===== src/rtl/exhaustive_vector_sequencer.sv =====
// +----------------------------------------------------------------------------+
// | exhaustive_vector_sequencer                                                |
// | Sweeps all 2^N_IN input vectors, samples a 1-bit response after SETTLE     |
// | cycles and streams (vector, response) records. SEQ_SIGNATURE_EN adds an    |
// | LFSR response signature on sig_out.                                        |
// | Revision: 1.0                                                              |
// +----------------------------------------------------------------------------+
`default_nettype none

module exhaustive_vector_sequencer #(
  parameter int N_IN   = 3,
  parameter int SETTLE = 1
) (
  input  logic            CK,
  input  logic            reset,
  input  logic            start,
  output logic            busy,
  output logic            done,
  output logic [N_IN-1:0] vec_out,
  input  logic            dut_resp,
  output logic            rec_valid,
  input  logic            rec_ready,
  output logic [N_IN-1:0] rec_vec,
  output logic            rec_resp,
  output logic            rec_last
`ifdef SEQ_SIGNATURE_EN
  ,output logic [15:0]    sig_out
`endif
);

  localparam logic [7:0]  c_cnt_init = 8'(SETTLE - 1);
  localparam logic [15:0] c_poly     = 16'h1021;

  typedef enum logic [1:0] {
    S_IDLE   = 2'd0,
    S_SETTLE = 2'd1,
    S_EMIT   = 2'd2,
    S_DONE   = 2'd3
  } state_t;

  state_t          r_state;
  state_t          w_state_nxt;
  logic            w_start_acc;
  logic            w_sample;
  logic            w_hs;
  logic [7:0]      r_cnt;
  logic [N_IN-1:0] r_vec;
  logic [N_IN-1:0] r_rec_vec;
  logic            r_rec_valid;
  logic            r_rec_resp;
  logic            r_rec_last;
  logic            r_busy;
  logic            r_done;

  always_ff @(posedge CK or negedge reset) begin
    if (!reset) r_state <= S_IDLE;
    else        r_state <= w_state_nxt;
  end

  always_comb begin
    w_state_nxt = r_state;
    w_start_acc = 1'b0;
    w_sample    = 1'b0;
    w_hs        = 1'b0;
    case (r_state)
      S_IDLE: begin
        if (start) begin
          w_state_nxt = S_SETTLE;
          w_start_acc = 1'b1;
        end
      end
      S_SETTLE: begin
        if (r_cnt == 8'd0) begin
          w_state_nxt = S_EMIT;
          w_sample    = 1'b1;
        end
      end
      S_EMIT: begin
        if (rec_ready) begin
          w_hs        = 1'b1;
          w_state_nxt = r_rec_last ? S_DONE : S_SETTLE;
        end
      end
      S_DONE:  w_state_nxt = S_IDLE;
      default: w_state_nxt = S_IDLE;
    endcase
  end

  // vec_out only moves on a non-final handshake, so backpressure never resamples
  always_ff @(posedge CK or negedge reset) begin
    if (!reset) begin
      r_cnt       <= 8'd0;
      r_vec       <= '0;
      r_rec_vec   <= '0;
      r_rec_valid <= 1'b0;
      r_rec_resp  <= 1'b0;
      r_rec_last  <= 1'b0;
      r_busy      <= 1'b0;
      r_done      <= 1'b0;
    end else begin
      r_done <= 1'b0;
      if (w_start_acc) begin
        r_vec  <= '0;
        r_cnt  <= c_cnt_init;
        r_busy <= 1'b1;
      end
      if (r_state == S_SETTLE && r_cnt != 8'd0) begin
        r_cnt <= r_cnt - 8'd1;
      end
      if (w_sample) begin
        r_rec_resp  <= dut_resp;
        r_rec_vec   <= r_vec;
        r_rec_valid <= 1'b1;
        r_rec_last  <= &r_vec;
      end
      if (w_hs) begin
        r_rec_valid <= 1'b0;
        if (r_rec_last) begin
          r_done <= 1'b1;
        end else begin
          r_vec <= r_vec + N_IN'(1);
          r_cnt <= c_cnt_init;
        end
      end
      if (r_state == S_DONE) begin
        r_busy <= 1'b0;
      end
    end
  end

  assign busy      = r_busy;
  assign done      = r_done;
  assign vec_out   = r_vec;
  assign rec_valid = r_rec_valid;
  assign rec_vec   = r_rec_vec;
  assign rec_resp  = r_rec_resp;
  assign rec_last  = r_rec_last;

`ifdef SEQ_SIGNATURE_EN
  logic [15:0] r_sig;

  // Galois LFSR x^16+x^12+x^5+1, one step per accepted record
  always_ff @(posedge CK or negedge reset) begin
    if (!reset) begin
      r_sig <= 16'h0000;
    end else if (w_start_acc) begin
      r_sig <= 16'h0000;
    end else if (w_hs) begin
      r_sig <= {r_sig[14:0], 1'b0} ^ ((r_sig[15] ^ r_rec_resp) ? c_poly : 16'h0000);
    end
  end

  assign sig_out = r_sig;
`else
  // Signature disabled: no LFSR state exists in this build.
`endif

endmodule

`default_nettype wire


===== config.mk =====
export PLATFORM = sky130hd
export DESIGN_NAME = exhaustive_vector_sequencer
export DESIGN_NICKNAME = d
export VERILOG_FILES = /design/src/rtl/exhaustive_vector_sequencer.sv
export SDC_FILE = /design/constraint.sdc
export NUM_CORES = 1
export LEC_CHECK = 0
export BUFFER_PORTS_ARGS = -buffer_cell sky130_fd_sc_hd__buf_4
export CORE_MARGIN = 1
export CORE_UTILIZATION = 30
export DETAILED_ROUTE_END_ITERATION = 6
export GPL_TIMING_DRIVEN = 1
export PLACE_DENSITY = 0.47
export REMOVE_ABC_BUFFERS = 1
export SLEW_MARGIN = 20
export SYNTH_ARGS = -nofsm -noshare
export SYNTH_HDL_FRONTEND = slang
export SYNTH_SLANG_ARGS = --single-unit

===== constraint.sdc =====
create_clock -name CK -period 4.2 [get_ports CK]
set_input_delay 1.26 -clock CK [delete_from_list [all_inputs] [get_ports CK]]
set_output_delay 1.26 -clock CK [all_outputs]
set_load 0.01 [all_outputs]

# Word-level counts from Yosys, hierarchy flattened
# Index checks and enable logic that the tools add are counted.
[classes]
n_addsub = 2
n_eq_ne = 6
muxes = 24
n_reduce_logical = 8
[op_table]
columns = ["operator", "n"]
rows = [
  ["8-bit two-way mux", 4],
  ["1-bit two-way mux", 12],
  ["3-bit two-way mux", 3],
  ["8-bit zero test", 1],
  ["2-bit two-way mux", 4],
  ["2-bit case mux with 4 select lines", 1],
  ["8-bit nonzero test", 1],
  ["8-bit by 1-bit subtractor with 8-bit output (second input constant)", 1],
  ["2-bit != test (second input constant)", 3],
  ["3-bit AND reduction", 2],
  ["2-bit == test (second input constant)", 2],
  ["2-bit nonzero test", 2],
  ["3-bit by 1-bit adder with 3-bit output (second input constant)", 1],
  ["2-bit by 1-bit == test with 1-bit output (second input constant)", 1],
  ["2-bit zero test", 1],
  ["1-bit logical AND", 1],
]
[word_totals]
regBits = 21
in_bits = 5
wordCells = 49

# Logic depth before layout (Yosys ltp)
# Gate-level depths: netlist (run 1).
[logic_depth]
word_depth = 6
mapped_depth = 5
ltp_nobuf = 5

# Least setup slack after synthesis (run 1)
# No wires, ideal clock.
[synth_path]
kind = "in2reg"
startpoint = "input port rec_ready"
endpoint = "register r_cnt[6]"
setup_time_ns = 0.082
arrival_time_ns = 2.087
setup_slack_ns = 2.031
stages = 3
n_path_buf = 0
path_cell_list = "and4bb_2 -> or4_1 -> o22ai_1"
[synth_via]
elab_chain_cells = 3
[synth_rtl]
columns = ["element", "line", "rtl"]
rows = [
  ["start, declared", "22", "input logic rec_ready,"],
  ["1-bit two-way mux", "79", "if (rec_ready) begin"],
  ["1-bit two-way mux", "65", "case (r_state)"],
  ["8-bit two-way mux", "116", "if (w_hs) begin"],
  ["end signal, assigned", "104", "r_cnt <= c_cnt_init;"],
  ["end signal, assigned", "108", "r_cnt <= r_cnt - 8'd1;"],
  ["end signal, assigned", "122", "r_cnt <= c_cnt_init;"],
  ["end, declared", "46", "logic [7:0] r_cnt;"],
]
# Every way passes these cells.
# A chain may end at the register's enable or synchronous reset.

# Final worst setup path (run 1)
[layout_path]
startpoint = "register r_vec[0], in the netlist vec_out[0]"
endpoint = "output port vec_out[0]"
[layout_rtl]
columns = ["element", "line", "rtl"]
rows = [
  ["start, declared", "47", "logic [N_IN-1:0] r_vec;"],
  ["start signal, assigned", "121", "r_vec <= r_vec + N_IN'(1);"],
  ["end, declared", "19", "output logic [N_IN-1:0] vec_out,"],
]
# No word-level cell between the ends.

==> impl_metrics.toml, run 1 <==
[run_status]
status = "complete, no violations"

[cts]
cts_buffers = 3
cts_resized = 0
htreeDepth = 1
clock_sinks = 21
clk_latency_ns = 0.30
cts_hold_buf = 0
root_buffer = "clkbuf_4"
clockBufferDepth = 2
cts_setup_buffers = 0
cts_tree = "yes"
clk_pin_slew_worst_paths_ns = 0.12

[die]
start_util_pct = 31.5
core_um2 = 3360
die_w_um = 61.4
dieArea_um2 = 3770
rows = 21
ioPinCount = 16
die_h_um = 61.4

[finish]
mostFrequentLayoutCells = "21 x dfrtp_1, 16 x buf_4, 8 x o21ai_0, 8 x nand3_1"
drive_gt1_share_pct = 26.8
final_area_um2 = 1250
area_growth_pct = 17.8
final_common_cell = "dfrtp_1"
antenna_cells = 0
final_net_count = 122

[routing]
drc_errors = 0
drt-total-wl_um = 2090
ant_nets = 0
drtIter0Drc = 21
vias_per_cell = 4.91
vias = 775
drt_pre_antenna_iters = 3
routedWlPerCell_um = 13.2

[timing]
setup_tns_ns = 0
fin_crit_sh_pct = 51.5
worstMarginPinSlew_ns = 0.690
hold_viol = 0
rsz0062_at_grt = "no"
period_needed_ns = 2.16
finalWorstSetupSlack_ns = 2.04
setup_viol_count_final = 0
max_freq_mhz = 463
finalMaxSlewViolations = 0
fin_worst_skew_ns = 0.00867
slew_headroom_pct = 53.9

[critical_path]
path_cells = "buf_4"
end_kind = "primary output"
worst-r2r-cell-count = 5
critical_path_required_ns = 2.94
r2r_setup_slack_ns = 2.08
critical_path_buf_inv_count = 1
critPathMaxStageDelay_ns = 0.44
cp-start-kind = "flip-flop"
crit_type = "reg2out"
cp_data_arrival_time_ns = 0.90
critPathSlowestCell = "dfrtp_1"
critPathMaxFanout = 5
timing.rr.end = "rec_vec[1]$_DFFE_PN0P_"
r2r_start = "r_cnt[0]$_DFF_PN0_"
crit_family = "flip-flops"

[logic_synthesis]
async_reset_ff_share_pct = 100
synth_seq_cells = 21
synth_ff_type = "dfrtp_1"
netlist_area_um2 = 1060
syn_area_per_cell_um2 = 11.0
ys_seq_area_share_pct = 49.6
syn_inst = 96
ys_types = 32
synth_edf_count = 0
ys_warn_count = 0

[placed_design]
port_buffers = 15
place_congestion = 0.825
dp_hpwl_um = 1530
dpl-instance-area_um2 = 1220
dp_slack_ns = 1.83

[pwr]
pwr_density_cell_nw_per_um2 = 583
finalPower_uw = 728
ir_worst_vdd_mv = 0.173
p_leak_uw = 0.000579

[global_route]
grt-ovfl-total = 0
grt_max_degree = 22
grt_antenna_before_repair = 0
grt_usage_pct = 12.5
grt_pass1_wl_um = 3350
grt_pass1_vias = 675

[worst_hold_path]
min_from = "r_cnt[0]$_DFF_PN0_"
whs_endpoint = "r_cnt[0]$_DFF_PN0_"
hold_class = "reg2reg"
min_path_cells = 1

[flow_run]
maxCapViolations = 0
==> layout make-up <==
| class | count | area, um2 |
|---|---|---|
| Multi-Input combinational cell | 67 | 503 |
| Timing Repair Buffer | 16 | 120 |
| Fill cell | 371 | 2120 |
| Clock buffer | 4 | 26.3 |
| Inverter | 4 | 15.0 |
| Tap cell | 46 | 57.6 |
| Sequential cell | 21 | 526 |
==> cells by family after synthesis <==
group	synth area share, %
AO/OA/AOI/OAI	12.1
adder cells (fa/ha/maj)	4.73
buffers and inverters	2.84
flip-flops	49.6
multiplexers	10.0
AND/OR/NAND/NOR	20.7
==> where the power goes <==
| group | internal (uW) | switching [uW] | total [uW] |
|---|---|---|---|
| Combinational | 155 | 151 | 306 |
| Clock | 37.0 | 59.9 | 96.9 |
| Sequential | 259 | 65.5 | 325 |
| Total | 452 | 276 | 728 |
==> how the worst max path moves through the flow <==
| stage | end | slack, ns | depth (start not counted) | start |
|---|---|---|---|---|
| 6_report | vec_out[0] | 2.04 | 1 | vec_out[0]$_DFF_PN0_ |
| 5_1_grt | rec_vec[0]$_DFFE_PN0P_ | 1.90 | 5 | r_cnt[0]$_DFF_PN0_ |
| 4_1_cts | rec_last | 2.02 | 1 | rec_last$_DFFE_PN0P_ |
| 3_5_place_dp | r_cnt[6]$_DFF_PN0_ | 1.83 | 4 | rec_ready |
| 3_3_place_gp | r_cnt[6]$_DFF_PN0_ | 1.86 | 4 | rec_ready |
| 2_1_floorplan | r_cnt[6]$_DFF_PN0_ | 2.03 | 3 | rec_ready |
==> synthesized netlist by cell type, types with 2 or more instances <==
library cell  count  area share (%)
inv_1             4             1.4
mux2i_1           5             4.7
o22ai_1           2             1.2
a22o_1            2             1.7
or3b_2            2             1.7
a21oi_1           2            0.95
nand2b_1          4             2.4
a211oi_1          2             1.4
nor2b_1           3             1.8
o21ai_0           8             3.8
nand2_1           2            0.71
mux2_2            5             5.3
or4_1             3             2.1
ha_1              4             4.7
nor2_1            2            0.71
nand3_1           8             3.8
clkbuf_1          3             1.1
dfrtp_1          21              50
==> sequential cells by signal, summed over array words and instances, names as in the netlist <==
register   cells
rec_last       1
vec_out        3
rec_valid      1
rec_vec        3
busy           1
r_cnt          8
done           1
rec_resp       1
r_state        2
==> metal layers <==
| layer | up-vias | global-route usage [%] | wire, um |
|---|---|---|---|
| li1 | 395 | - | - |
| met5 | - | 0 | 0 |
| met2 | 6 | 17.7 | 888 |
| met3 | 2 | 3.78 | 47 |
| met4 | 0 | 2.86 | 14 |
| met1 | 372 | 18.7 | 1140 |
==> metrics by stage <==
step / hold slack [ns] / instances / utilization (%)
finish: 0.514 / 158 / 37.1
global placement: 0.482 / 154 / 36.3
CTS: 0.516 / 158 / 37.1
global route: 0.538 / 158 / 37.1
floorplan: 0.459 / 92 / -
detailed placement: 0.496 / 154 / 36.3
Power figures use the tool's default switching activity.
==> run 2, diff against run 1 <==
--- a/config.mk
+++ b/config.mk
@@ -5,6 +5,7 @@
 export SDC_FILE = /design/constraint.sdc
 export NUM_CORES = 1
 export LEC_CHECK = 0
+export ABC_AREA = 1
 export BUFFER_PORTS_ARGS = -buffer_cell sky130_fd_sc_hd__buf_4
 export CORE_MARGIN = 1
 export CORE_UTILIZATION = 30
==> constraint.sdc (replaced) <==
create_clock -name CK -period 2.2 [get_ports CK]
set_input_delay 0.66 -clock CK [delete_from_list [all_inputs] [get_ports CK]]
set_output_delay 0.66 -clock CK [all_outputs]
set_load 0.01 [all_outputs]
==> impl_metrics.toml, run 2 <==
[critical_path]
critPathMaxStageDelay_ns = 0.44
cp-start-kind = "flip-flop"
path_cells = "buf_4"
critical_path_required_ns = 1.54
crit_type = "reg2out"
crit_family = "flip-flops"
critPathMaxFanout = 5
worst-r2r-cell-count = 6
r2r_setup_slack_ns = 0.76
critical_path_buf_inv_count = 1
timing.rr.end = "r_cnt[1]$_DFF_PN0_"
r2r_start = "r_state[1]$_DFFE_PN0P_"
cp_data_arrival_time_ns = 0.88
critPathSlowestCell = "dfrtp_1"
end_kind = "primary output"

[cts]
clockBufferDepth = 2
cts_buffers = 3
clock_sinks = 21
clk_latency_ns = 0.26
cts_tree = "yes"
cts_hold_buf = 0
cts_resized = 0
cts_setup_buffers = 0
clk_pin_slew_worst_paths_ns = 0.08
htreeDepth = 1
root_buffer = "clkbuf_8"

[logic_synthesis]
syn_area_per_cell_um2 = 8.01
yosys.area.top_type = "dfrtp_1"
syn_inst = 143
ys_top_cells_by_count = "37 x nand2_1, 21 x dfrtp_1, 17 x nor2_1"
synth_seq_cells = 21
ys_warn_count = 0
yosysTopAreaCellShare_pct = 45.9
yosysMostFrequentCell = "nand2_1"
synth_area_leaders = "dfrtp_1 46%, nand2_1 12%, nor2_1 5.6%"
ys_seq_area_share_pct = 45.9
synth_edf_count = 0
ys_types = 20
netlist_area_um2 = 1150
async_reset_ff_share_pct = 100
synth_ff_type = "dfrtp_1"

[routing]
vias = 943
ant_nets = 0
drt_pre_antenna_iters = 4
drtIter0Drc = 28
vias_per_cell = 4.53
drc_errors = 0
drt-total-wl_um = 2320
routedWlPerCell_um = 11.1

[die]
die_w_um = 63.8
dieArea_um2 = 4070
ioPinCount = 16
rows = 22
die_h_um = 63.8
start_util_pct = 31.3
core_um2 = 3660

[placed_design]
port_buffers = 15
dp_slack_ns = 0.706
dp_hpwl_um = 1670
place_congestion = 0.751

[global_route]
grt_pass1_vias = 884
grt_antenna_before_repair = 0
grt-ovfl-total = 0
grt_pass1_wl_um = 4170
grt_usage_pct = 13.4
grt_max_degree = 22

[timing]
fin_worst_skew_ns = 0.00410
hold_slack_ns = 0.269
hold_viol = 0
worstMarginPinSlew_ns = 0.356
setup_viol_count_final = 0
setup_tns_ns = 0
period_needed_ns = 1.54
slew_headroom_pct = 76.2
rsz0062_at_grt = "no"
finalMaxSlewViolations = 0
fin_crit_sh_pct = 69.8
finalWorstSetupSlack_ns = 0.665
max_freq_mhz = 651

[pwr]
pwr-share-clk_pct = 39.2
internal-power_uw = 520
combinationalPowerShare_pct = 2.3
switchingPower_uw = 139
power_frac_seq_pct = 58.5
pwr_density_cell_nw_per_um2 = 491
ir_worst_vdd_mv = 0.217
swShare_pct = 21.1
finalPower_uw = 659
p_leak_uw = 0.000737

[finish]
largest_reg_flops = 8
final_common_cell = "nand2_1"
final_net_count = 170
final_util_pct = 36.6
regMostFlops = "r_cnt"
antenna_cells = 0
drive_gt1_share_pct = 20.6
area_growth_pct = 17.0
mostFrequentLayoutCells = "37 x nand2_1, 21 x dfrtp_1, 17 x nor2_1"

[worst_hold_path]
hold_class = "in2async"

[run_status]
status = "complete, no violations"

[flow_run]
maxCapViolations = 0
## run 2: layout make-up
| cell class | instances | area, um2 |
|---|---|---|
| multi-input combinational | 102 | 531 |
| timing repair buffer | 15 | 113 |
| clock buffer | 4 | 45.0 |
| tap | 48 | 60.1 |
| sequential | 21 | 526 |
| fill | 407 | 2320 |
| inverter | 18 | 67.6 |
## run 2: metrics by stage
step	cells	cell area [um2]
final	208	1340
after global routing	208	1340
after CTS	208	1340
after detailed placement	204	1300
after global placement	204	1300
after floorplan	141	1120
## run 2: routing by layer
layer  track usage (%)  wire length [um]  up-vias
li1                  -                 -      487
met1              16.6              1140      436
met2              21.8              1060       16
met3              3.75                81        4
met4              5.11                37        0
met5                 0                 0        -
## run 2: worst max path at each step
stage          depth (start not counted)  slack [ns]            startpoint                    to
2_1_floorplan                          5        0.95             rec_ready  vec_out[0]$_DFF_PN0_
4_1_cts                                1        0.66  vec_out[0]$_DFF_PN0_            vec_out[0]
5_1_grt                                1        0.63  vec_out[0]$_DFF_PN0_            vec_out[0]
3_3_place_gp                           6        0.76             rec_ready  vec_out[1]$_DFF_PN0_
6_report                               1        0.66  vec_out[0]$_DFF_PN0_            vec_out[0]
3_5_place_dp                           6        0.71             rec_ready  vec_out[2]$_DFF_PN0_
## run 2: cells by family (layout without fill, tap and decap cells)
logic type / count (synthesis) / after routing / share of synthesized area [%]
adders and majority gates: 4 / 4 / 4.37
DFF: 21 / 21 / 45.9
xor gates and xnor gates: 1 / 1 / 0.764
buffers and inverters: 20 / 37 / 7.86
AOI/OAI and AO/OA: 13 / 13 / 6.44
and+or+nand+nor: 84 / 84 / 34.7
## run 2: power groups by stage
stage | logic, uW | registers (uW) | clock network (uW)
after floorplan | 1.36 | 393 | 0
after global placement | 15.6 | 393 | 0
after detailed placement | 16.1 | 393 | 0
after CTS | 16.1 | 386 | 277
after global routing | 17.6 | 386 | 290
final | 14.8 | 386 | 259
==> run 3, diff against run 2 <==
==> constraint.sdc (replaced) <==
create_clock -name CK -period 1.57 [get_ports CK]
set_input_delay 0.471 -clock CK [delete_from_list [all_inputs] [get_ports CK]]
set_output_delay 0.471 -clock CK [all_outputs]
set_load 0.01 [all_outputs]
==> impl_metrics.toml, run 3 (synthesis results as in run 2) <==
[run_status]
status = "complete, no violations"

[die]
core_um2 = 3660
start_util_pct = 31.3
ioPinCount = 16
dieArea_um2 = 4070
die_h_um = 63.8
rows = 22
die_w_um = 63.8

[critical_path]
critPathMaxFanout = 9
crit_end = "r_cnt[0]$_DFF_PN0_"
crit_type = "reg2reg"
worst-r2r-cell-count = 8
cp_data_arrival_time_ns = 1.57
timing.rr.end = "r_cnt[0]$_DFF_PN0_"
end_kind = "flip-flop"
cp-start-kind = "flip-flop"
r2r_start = "r_cnt[0]$_DFF_PN0_"
r2r_setup_slack_ns = 0.16
critical_path_required_ns = 1.73
startpoint = "r_cnt[0]$_DFF_PN0_"

[finish]
layout.cells.non_filler = 209
drive_gt1_share_pct = 21.7
area_growth_pct = 17.8
final_util_pct = 36.9
final_area_um2 = 1350
antenna_cells = 0
largest_reg_flops = 8
mostFrequentLayoutCells = "37 x nand2_1, 21 x dfrtp_1, 17 x nor2_1"
final_common_cell = "nand2_1"
final_net_count = 171
fill_cells = 389
regMostFlops = "r_cnt"

[cts]
cts_hold_buf = 0
cts_tree = "yes"
clockBufferDepth = 2
clk_pin_slew_worst_paths_ns = 0.08
clock_sinks = 21
htreeDepth = 1
cts_buffers = 3
cts_resized = 0
root_buffer = "clkbuf_8"
cts_setup_buffers = 0
clk_latency_ns = 0.26

[global_route]
grt_usage_pct = 13.1
grt-ovfl-total = 0
grt_antenna_before_repair = 0
grt_pass1_wl_um = 4100
grt_pass1_vias = 907
grt_max_degree = 22

[routing]
drt-total-wl_um = 2310
drtIter0Drc = 30
drt_pre_antenna_iters = 4
vias_per_cell = 4.47
ant_nets = 0
vias = 934
routedWlPerCell_um = 11.0
drc_errors = 0

[placed_design]
place_congestion = 0.733
port_buffers = 15
dp_cells = 205
dpl-instance-area_um2 = 1300
dp_hpwl_um = 1650

[timing]
setup_viol_count_final = 0
period_needed_ns = 1.41
slew_headroom_pct = 80.7
fin_crit_sh_pct = 89.9
fin_worst_skew_ns = 0.00500
rsz0062_at_grt = "no"
finalMaxSlewViolations = 0
max_freq_mhz = 709
hold_viol = 0
setup_tns_ns = 0
worstMarginPinSlew_ns = 0.290

[pwr]
ir_worst_vdd_mv = 0.306
p_leak_uw = 0.000744
pwr_density_cell_nw_per_um2 = 683

[worst_hold_path]
hold_class = "in2async"

[flow_run]
maxCapViolations = 0
-- run 3: cell count changes in the layout (fill, tap and decap cells not counted), sizes merged --
cell / previous run / this run
clkinv: 0 / 1
clkbuf: 4 / 3
buf: 15 / 16
-- run 3: critical path, stage by stage (launching register included) --
cell	delay, ns
dfrtp_1	0.35
inv_1	0.08
ha_1	0.21
nand2_2	0.10
inv_1	0.08
nand2_4	0.11
nand2_1	0.12
o21ai_0	0.19
nor2_1	0.06
-- run 3: area by class of cell --
type	instances	area, um2	share of cell area, %
clock buffer	3	41.3	3.06
tap	48	60.1	4.45
clock inverter	1	5.00	0.371
timing repair buffer	16	120	8.90
multi-input combinational	102	531	39.3
inverter	18	67.6	5.00
sequential	21	526	38.9
-- run 3: per-stage QoR --
stage                     setup WS, ns  total power [uW]  hold WS, ns
after floorplan                  0.330               553        0.175
after global placement           0.202               573        0.378
after detailed placement         0.169               574        0.383
after CTS                        0.147               944       0.0862
after global routing           0.00719               969       0.0923
final                            0.159               922       0.0810
-- run 3: worst min-delay path by stage --
| stage | start | end | slack (ns) | cells past startpoint |
|---|---|---|---|---|
| 2_1_floorplan | reset | busy$_DFFE_PN0P_ | 0.18 | 0 |
| 3_3_place_gp | reset | r_state[0]$_DFFE_PN0P_ | 0.38 | 1 |
| 3_5_place_dp | reset | r_state[0]$_DFFE_PN0P_ | 0.38 | 1 |
| 4_1_cts | reset | r_state[0]$_DFFE_PN0P_ | 0.09 | 1 |
| 5_1_grt | reset | r_state[1]$_DFFE_PN0P_ | 0.09 | 1 |
| 6_report | reset | r_state[0]$_DFFE_PN0P_ | 0.08 | 1 |
-- run 3: where the power goes --
part	internal, uW	total (uW)	switching (uW)
Clock	177	361	184
Sequential	540	540	0
Combinational	6.80	21.1	14.3
-- run 3: metal layers --
metal	track usage, %	part of all wire (%)	vias to the layer above
li1	-	-	491
met1	16.7	52	428
met2	21.4	45	13
met3	2.14	2.1	2
met4	5.97	0.87	0
met5	0	0	-
